### config.mk
export PLATFORM = sky130hd
export DESIGN_NAME = pipelined_cla_addsub
export DESIGN_NICKNAME = d
export VERILOG_FILES = /design/src/rtl/pipelined_cla_addsub.sv
export SDC_FILE = /design/constraint.sdc
export NUM_CORES = 1
export LEC_CHECK = 0
export ABC_AREA = 1
export BUFFER_PORTS_ARGS = -buffer_cell sky130_fd_sc_hd__buf_2
export CAP_MARGIN = 20
export CORE_MARGIN = 1.5
export CORE_UTILIZATION = 25
export CTS_CLUSTER_SIZE = 16
export DETAILED_ROUTE_END_ITERATION = 10
export SYNTH_ARGS = -nofsm -noshare
export SYNTH_HDL_FRONTEND = slang
export SYNTH_SLANG_ARGS = --single-unit
### constraint.sdc
create_clock -name clk -period 3.07 [get_ports clk]
set_clock_uncertainty 0.2 [all_clocks]
set_input_delay 0.614 -clock clk [delete_from_list [all_inputs] [get_ports clk]]
set_output_delay 0.614 -clock clk [all_outputs]
set_load 0.01 [all_outputs]
### src/rtl/pipelined_cla_addsub.sv
`default_nettype none
// ==========================================================================
// pipelined_cla_addsub : STAGES-deep carry-lookahead adder/subtractor with
// valid/ready flow control and carry/overflow/zero flags.   Revision 1.0
// ==========================================================================
module pipelined_cla_addsub #(
  parameter int BITS   = 32,
  parameter int GROUP  = 4,
  parameter int STAGES = 2
) (
  input  logic            clk,
  input  logic            clr_n,
  input  logic            in_valid,
  output logic            in_ready,
  input  logic [BITS-1:0] a,
  input  logic [BITS-1:0] b,
  input  logic            sub,
  input  logic            cin,
  output logic            out_valid,
  input  logic            out_ready,
  output logic [BITS-1:0] sum,
  output logic            cout,
  output logic            overflow,
  output logic            zero
);

  localparam int NST  = (STAGES > 0) ? STAGES : 1;
  localparam int SEG  = BITS / NST;
  localparam int GRP  = (GROUP > 0) ? GROUP : 1;
  localparam int NGRP = (SEG / GRP > 0) ? SEG / GRP : 1;
  localparam int LAST = NST - 1;

  if (STAGES < 1 || GROUP < 1 || (BITS % NST) != 0 || (SEG % GRP) != 0) begin : g_bad_params
    $error("pipelined_cla_addsub: illegal BITS/GROUP/STAGES combination");
  end

  // Returns {carry into slice MSB, carry out of slice, slice sum}.
  function automatic logic [SEG+1:0] cla_seg(input logic [SEG-1:0] a_s,
                                             input logic [SEG-1:0] b_s,
                                             input logic           c_in);
    logic [SEG-1:0]  g;
    logic [SEG-1:0]  p;
    logic [NGRP-1:0] gg;
    logic [NGRP-1:0] gp;
    logic [NGRP:0]   gc;
    logic [SEG:0]    c;
    logic            acc;
    logic            ap;
    g  = a_s & b_s;
    p  = a_s ^ b_s;
    gg = '0;
    gp = '0;
    gc = '0;
    c  = '0;
    for (int q = 0; q < NGRP; q++) begin
      acc = 1'b0;
      ap  = 1'b1;
      for (int m = GRP - 1; m >= 0; m--) begin
        acc = acc | (ap & g[q*GRP+m]);
        ap  = ap & p[q*GRP+m];
      end
      gg[q] = acc;
      gp[q] = ap;
    end
    gc[0] = c_in;
    for (int q = 1; q <= NGRP; q++) begin
      acc = 1'b0;
      ap  = 1'b1;
      for (int m = q - 1; m >= 0; m--) begin
        acc = acc | (ap & gg[m]);
        ap  = ap & gp[m];
      end
      gc[q] = acc | (ap & c_in);
    end
    for (int q = 0; q < NGRP; q++) begin
      for (int j = 0; j < GRP; j++) begin
        acc = 1'b0;
        ap  = 1'b1;
        for (int m = j - 1; m >= 0; m--) begin
          acc = acc | (ap & g[q*GRP+m]);
          ap  = ap & p[q*GRP+m];
        end
        c[q*GRP+j] = acc | (ap & gc[q]);
      end
    end
    c[SEG] = gc[NGRP];
    return {c[SEG-1], c[SEG], p ^ c[SEG-1:0]};
  endfunction

  logic [NST-1:0]  v_q, v_d;
  logic [NST-1:0]  c_q, c_d;
  logic [NST-1:0]  w_free, w_ld, w_cmsb;
  logic [BITS-1:0] a_q [NST];
  logic [BITS-1:0] a_d [NST];
  logic [BITS-1:0] b_q [NST];
  logic [BITS-1:0] b_d [NST];
  logic [BITS-1:0] s_q [NST];
  logic [BITS-1:0] s_d [NST];
  logic            cout_q, cout_d;
  logic            ovf_q, ovf_d;
  logic            zero_q, zero_d;

  assign in_ready  = clr_n & w_free[0];
  assign out_valid = v_q[LAST];
  assign sum       = s_q[LAST];
  assign cout      = cout_q;
  assign overflow  = ovf_q;
  assign zero      = zero_q;

  always_comb begin
    logic            f;
    logic [BITS-1:0] src_a;
    logic [BITS-1:0] src_b;
    logic [BITS-1:0] src_s;
    logic            src_c;
    logic [SEG+1:0]  r;
    int              km1;
    w_free = '0;
    w_ld   = '0;
    w_cmsb = '0;
    v_d    = '0;
    c_d    = '0;
    a_d    = '{default: '0};
    b_d    = '{default: '0};
    s_d    = '{default: '0};
    // A stage is free when empty or when everything downstream can move.
    f = out_ready;
    for (int k = LAST; k >= 0; k--) begin
      f         = ~v_q[k] | f;
      w_free[k] = f;
    end
    for (int k = 0; k < NST; k++) begin
      km1 = (k > 0) ? k - 1 : 0;
      if (k == 0) begin
        src_a   = a;
        src_b   = sub ? ~b : b;
        src_c   = sub | cin;
        src_s   = '0;
        w_ld[k] = in_valid & in_ready;
      end else begin
        src_a   = a_q[km1];
        src_b   = b_q[km1];
        src_c   = c_q[km1];
        src_s   = s_q[km1];
        w_ld[k] = v_q[km1] & w_free[k];
      end
      r                      = cla_seg(src_a[k*SEG +: SEG], src_b[k*SEG +: SEG], src_c);
      a_d[k]                 = src_a;
      b_d[k]                 = src_b;
      s_d[k]                 = src_s;
      s_d[k][k*SEG +: SEG]   = r[SEG-1:0];
      c_d[k]                 = r[SEG];
      w_cmsb[k]              = r[SEG+1];
      v_d[k]                 = w_ld[k] | (v_q[k] & ~w_free[k]);
    end
    cout_d = c_d[LAST];
    ovf_d  = c_d[LAST] ^ w_cmsb[LAST];
    zero_d = (s_d[LAST] == '0);
  end

  always_ff @(posedge clk or negedge clr_n) begin
    if (!clr_n) begin
      v_q    <= '0;
      c_q    <= '0;
      cout_q <= 1'b0;
      ovf_q  <= 1'b0;
      zero_q <= 1'b0;
      for (int k = 0; k < NST; k++) begin
        a_q[k] <= '0;
        b_q[k] <= '0;
        s_q[k] <= '0;
      end
    end else begin
      v_q <= v_d;
      for (int k = 0; k < NST; k++) begin
        if (w_ld[k]) begin
          a_q[k] <= a_d[k];
          b_q[k] <= b_d[k];
          s_q[k] <= s_d[k];
          c_q[k] <= c_d[k];
        end
      end
      if (w_ld[LAST]) begin
        cout_q <= cout_d;
        ovf_q  <= ovf_d;
        zero_q <= zero_d;
      end
    end
  end

endmodule
`default_nettype wire

==> reports/metrics.cfg, run 1 <==
[sta]
tightest_slew_ns = 0.530
finalSetupViolCount = 0
period_minus_slack_ns = 2.82
fmax_mhz = 355
slew_headroom_pct = 64.2
rsz0062_at_grt = true
hold_viol = 0
fin_crit_sh_pct = 91.7
finalMaxSlewViolations = 0
setup_tns_ns = 0

[global_route]
grt_first_pass_wirelength_um = 22300
track_usage_pct = 13.0
grt_pass1_vias = 4462
overflow = 0
antenna_found_initial = 0
grt_max_degree = 87

[clock_tree]
cts-root-buf = clkbuf_16
cts_tree = yes
h-tree-depth = 3
clk_path_buf_depth = 2
numCtsBuffers = 9
clock_latency_ns = 0.34
clkSlewWorstSetupHoldPaths_ns = 0.06
cts_hold_buf = 0
cts.sinks = 86

[place]
dp_hpwl_um = 10700
gp_congestion = 0.844
io_buffers = 106

[pwr]
p_per_area_nw_per_um2 = 674
p_total_mw = 4.60
p_leak_nw = 3.59
vdd_drop_max_mv = 0.276

[layout]
area_growth_pct = 31.7
drive_above_1_share_pct = 24.6
nNetsFinal = 913
antenna_cells = 0

[synth]
netlist_area_sq_um = 5190
yosysWarningCount = 0
synth_compound_area_share_pct = 6.99
synth_xor_area_share_pct = 6.92
synth_simple_gate_area_share_pct = 28.0
async_flop_share_pct = 100
yosys.area.top_type = dfrtp_1
ys_top_cells_by_area = dfrtp_1 (41%), nand2_1 (18%), ha_1 (7.7%)
synth_top_family_by_area = simple AND/OR/NAND/NOR gates
synth.distinct_cells = 34
synth-seq-cells = 86
synth_fa_ha_area_share_pct = 10.8
synth_edf_count = 0
postSynthCellCount = 661
ys.flop_type = dfrtp_1
synth.area.mux_share_pct = 0
seq_area_frac_synth_pct = 41.5
synth_nets = 771
synth_top_area_share_pct = 41.5
avgSynthCellArea_sq_um = 7.85

[critical_path]
required_ns = 3.08
reg2regPathDepth = 19
reg2reg_from = a_d[24]
critPathMaxFanout = 19
cp.arrival_ns = 2.82
rr_endpoint = zero
end_kind = register
r2r_slack_ns = 0.31
startpoint_type = primary input
critical_path_class = in2reg

[floorplan]
die_w_um = 147
die_y_um = 147
core_sq_um = 20300
core.rowCount = 52
die_area_sq_um = 21600
initial_core_util_pct = 25.6
ios = 107

[job]
cap_violations = 0

[route]
initialDrtViolationCount = 274
route.top_layer_used = met4
vias = 4466
drt-met1-wl_um = 6980
routed_wl_um = 13500
met3WireLength_um = 515
ant_nets = 0
route.met2.wl_um = 5790
firstDrtPassIters = 4
drc = 0
viasPerCell = 4.14
routedWlPerCell_um = 12.5

[worst_hold_path]
hold_class = in2async

[outcome]
outcome = finished clean

==> power by group <==
| part | total, mW | switching (mW) | internal [mW] |
|---|---|---|---|
| Sequential | 1.65 | 0.208 | 1.44 |
| Clock | 1.20 | 0.442 | 0.762 |
| Combinational | 1.75 | 0.976 | 0.774 |
| Total | 4.60 | 1.63 | 2.98 |
==> flip-flops by register name, summed over array words and instances, names as in the netlist, named ones only <==
name,flops
v_q,1
c_q,1
a_d,16
s_d,16
zero,1
cout,1
overflow,1
b_d,16
sum,32
==> through the flow <==
stage,hold slack [ns],setup WS [ns],std cells,utilization (%),area (sq um)
final,0.161,0.255,1078,33.7,6830
after global routing,0.169,-0.0523,1078,33.7,6830
after CTS,0.186,0.124,1075,32.9,6670
after detailed placement,0.264,-0.0945,1059,31.2,6340
after global placement,0.258,-0.0741,1059,31.2,6340
after floorplan,0.118,0.0140,661,-,5200
==> placed cells by master, fill, tap and decap left out, drive strengths merged <==
cell,n
a21boi,1
a21o,1
a21oi,13
a221oi,1
a31oi,6
and3,2
buf,151
bufinv,2
clkbuf,12
clkinv,3
dfrtp,86
fa,8
ha,32
inv,57
nand2,253
nand3,34
nand3b,7
nand4,7
nor2,40
nor3,4
nor3b,2
o21ai,41
o21bai,3
o311ai,1
xnor2,23
xor2,18
==> Yosys cell counts, types with 2 or more instances <==
library cell / n
fa_1: 8
xor2_1: 18
a21oi_1: 13
dfrtp_1: 86
nor2_1: 37
inv_1: 55
nor2_2: 2
nor3_1: 4
o21ai_0: 40
nand3b_1: 7
ha_1: 32
nand2_1: 247
nand3_1: 33
nor3b_1: 2
buf_2: 6
a31oi_1: 6
nand2_2: 6
clkbuf_1: 13
o21bai_1: 3
xnor2_1: 23
nand4_1: 6
clkinv_1: 2
==> per-layer routing <==
layer  track usage [%]  vias to the layer above
met5                 0                        -
met4              3.90                        0
met3              2.67                       11
met2              19.3                       75
met1              18.8                     1998
li1                  -                     2382
==> how the worst max path moves through the flow <==
stage                       start  depth (start not counted)  slack (ns)      end
after floorplan               sub                         14        0.01  s_d[13]
after global placement        sub                         13       -0.07  s_d[13]
after detailed placement      sub                         13       -0.09  s_d[13]
after CTS                 a_d[19]                         19        0.12     zero
after global routing      b_d[17]                         19       -0.05     zero
final                         sub                         13        0.25  s_d[13]
==> worst max-delay path: stages <==
cell and delay (ns):
buf_2 0.11, buf_12 0.15, xor2_1 0.17, ha_1 0.34
inv_1 0.10, o21bai_1 0.07, a31oi_1 0.20, nand3_1 0.14
nand2_1 0.12, a21boi_1 0.09, fa_1 0.40, xnor2_1 0.21
o21ai_0 0.11
==> cell type report <==
| cell class | count | area [sq um] |
|---|---|---|
| repair buffers | 151 | 908 |
| flip-flops and latches | 86 | 2150 |
| fillers | 2157 | 13500 |
| clock inverters | 4 | 77.6 |
| inverters | 58 | 218 |
| multi-input cells | 497 | 2880 |
| well taps | 270 | 338 |
| clock buffers | 12 | 256 |
==> kinds of logic (layout without fill, tap and decap cells) <==
| logic type | Yosys count | after routing |
|---|---|---|
| AND/OR/NAND/NOR | 349 | 349 |
| XOR/XNOR | 41 | 41 |
| buffers and inverters | 78 | 225 |
| AO/OA/AOI/OAI | 67 | 67 |
| adder cells (fa/ha/maj) | 40 | 40 |
| flip-flops | 86 | 86 |
==> what timing repair did <==
action                     in CTS  in global routing
buffers inserted                0                  3
setup endpoints to repair       0                  1
gates resized for setup         0                 20
Power figures use the tool's default switching activity.
==> run 2: changes to the inputs <==
==> constraint.sdc (replaced) <==
create_clock -name clk -period 2.3 [get_ports clk]
set_clock_uncertainty 0.2 [all_clocks]
set_input_delay 0.46 -clock clk [delete_from_list [all_inputs] [get_ports clk]]
set_output_delay 0.46 -clock clk [all_outputs]
set_load 0.01 [all_outputs]
==> run 2 against run 1 <==
  * The run now ends with hold timing, setup timing left
  * Sequential power grew 33%
  * Critical path depth up 6
  * Hold slack worse by 0.16 ns
  * Largest cell class unchanged
  * Critical endpoint is now zero
  * Register-to-register slack worse by 0.86 ns
  * Core utilization increased by 4.3 points
==> reports/metrics.cfg, run 2 (synthesis gave the netlist of run 1 again) <==
[sta]
hold_ws_ns = -0.00303  ; -0.164 ns
period_minus_slack_ns = 2.85
setup_tns_ns = -1.46  ; -1.46 ns
setup_slack_ns = -0.548  ; -0.803 ns
fmax_mhz = 351
tightest_slew_ns = 0.562  ; +0.0314 ns
fin_crit_sh_pct = 124
slew_headroom_pct = 62.6  ; -1.6 points
finalSetupViolCount = 9  ; +9
finalMaxSlewViolations = 0  ; unchanged
rsz0062_at_grt = true
hold_viol = 2  ; +2

[clock_tree]
clock_latency_ns = 0.34  ; about the same
numCtsBuffers = 9  ; unchanged
cts-root-buf = clkbuf_16
cts.sinks = 86  ; unchanged
cts_tree = yes
clk_path_buf_depth = 2  ; unchanged
cts_hold_buf = 0  ; unchanged
clkSlewWorstSetupHoldPaths_ns = 0.07  ; about the same
h-tree-depth = 3  ; unchanged

[place]
dp.cells = 1103  ; +4.2%
io_buffers = 106  ; unchanged
dp_hpwl_um = 11100  ; +4.2%
gp_congestion = 0.843  ; about the same

[critical_path]
cp_num_buf_inv = 0  ; -3
reg2regPathDepth = 19  ; unchanged
cp.depth = 19  ; +6
cp.arrival_ns = 2.93  ; +0.11 ns
critical_path_class = reg2reg
critPathMaxFanout = 3  ; -16
cpMaxStageDelayCell = fa_2
max_stage_delay_ns = 0.46  ; +0.06 ns
end_kind = register
cp_common_cell = nor2_1
cp_cell_sequence = ha_4, nand2_4, nor2_4, nand2_2, nand2_2, nand3_2, nand2_2, fa_2, nor2_2, nand2_1, nor2_1, nand2_1, nor2_1, nand3_1, nor2_1, nand3_1, nor2_1, nand4_1, nand2_1
required_ns = 2.38  ; -0.70 ns
cp_top_family = simple AND/OR/NAND/NOR gates
startpoint_type = register

[global_route]
grt_first_pass_wirelength_um = 23200  ; +4.2%
antenna_found_initial = 3  ; +3
track_usage_pct = 13.6  ; +0.66 points
grt_max_degree = 87  ; unchanged
grt_pass1_vias = 4638  ; +3.9%
overflow = 0  ; unchanged

[route]
routed_wl_um = 14800  ; +10%
ant_nets = 0  ; unchanged
drc = 0  ; unchanged
routedWlPerCell_um = 12.9  ; +3.0%
initialDrtViolationCount = 251  ; -8.4%
vias = 4804  ; +7.6%
viasPerCell = 4.17  ; +0.57%
firstDrtPassIters = 4  ; unchanged

[floorplan]
core.rowCount = 52  ; unchanged
core_sq_um = 20300  ; unchanged
ios = 107  ; unchanged
initial_core_util_pct = 25.6  ; unchanged
die_area_sq_um = 21600  ; unchanged
die_y_um = 147  ; unchanged
die_w_um = 147  ; unchanged

[job]
cap_violations = 0  ; unchanged

[outcome]
outcome = finished with violations
violations = hold timing, setup timing

[layout]
drive_above_1_share_pct = 36.8  ; +12 points
nNetsFinal = 987  ; +8.1%
mostFrequentLayoutCell = nand2_1
final_cells = 1153  ; +7.0%
largest_register_ffs = 32  ; unchanged
area_growth_pct = 48.5
final_cell_mix = nand2_1 (235), buf_4 (112), buf_2 (104)

[pwr]
p_leak_nw = 4.03  ; +12%
vdd_drop_max_mv = 0.354  ; +28%
p_per_area_nw_per_um2 = 848  ; +26%

[worst_hold_path]
hold_class = in2async

## run 2: cell types whose count changed in the layout (fill, tap and decap cells not counted), moves of 6 or more
| cell | change |
|---|---|
| o21ai_0 | -10 |
| inv_2 | +6 |
| nand2_1 | -10 |
| inv_1 | -7 |
| nand2_2 | +6 |
| nand3_1 | -6 |
| xnor2_1 | -6 |
| buf_4 | +69 |
| o21ai_1 | +8 |
## run 2: final timing paths
path	to	start	slack (ns)
max in group asynchronous	sum[4]	clr_n	1.55
min in group clk	a_d[23]	a[23]	0.11
hold reg to reg	sum[11]	sum[11]	0.27
hold / removal	a_d[19]	clr_n	-0.003
setup reg to reg	zero	b_d[19]	-0.55
setup / recovery	zero	b_d[19]	-0.55
## run 2: cell type report
cell class                 instances  area, sq um
clock buffer                      11          243
multi-input combinational        497         3180
tap                              270          338
inverter                          58          220
sequential                        86         2150
antenna                            1         2.50
clock inverter                     5         58.8
timing repair buffer             225         1510
fill                            2096        12600
## run 2: report_power, final
| part | leakage [nW] | internal (mW) | switching (mW) |
|---|---|---|---|
| Clock | 0.142 | 0.871 | 0.600 |
| Combinational | 2.82 | 1.39 | 1.47 |
| Sequential | 1.07 | 1.92 | 0.278 |
| Total | 4.03 | 4.18 | 2.35 |
## run 2: what timing repair did
action | 4_1_cts | 5_1_grt
pin swaps | 39 | 55
endpoints found under the hold margin | 0 | 0
setup buffers | 21 | 16
gates resized for setup | 25 | 63
setup endpoints to repair | 13 | 23
cloned | 1 | 0
## run 2: metrics by stage
step	utilization, %	power, mW	setup WS, ns	area, sq um
floorplan	-	3.53	-0.473	5290
global placement	33.1	4.65	-0.544	6730
detailed placement	33.1	4.69	-0.627	6730
CTS	36.1	6.32	-0.531	7320
global route	37.9	7.01	-0.720	7700
finish	38.0	6.53	-0.548	7700
## run 2: per-layer routing
layer | share of wire [%] | wire length [um] | GRT usage, %
met3 | 4.5 | 670 | 3.11
met4 | 0.95 | 141 | 4.05
met2 | 45 | 6710 | 21.3
met5 | 0.21 | 31 | 0
met1 | 49 | 7300 | 18.7
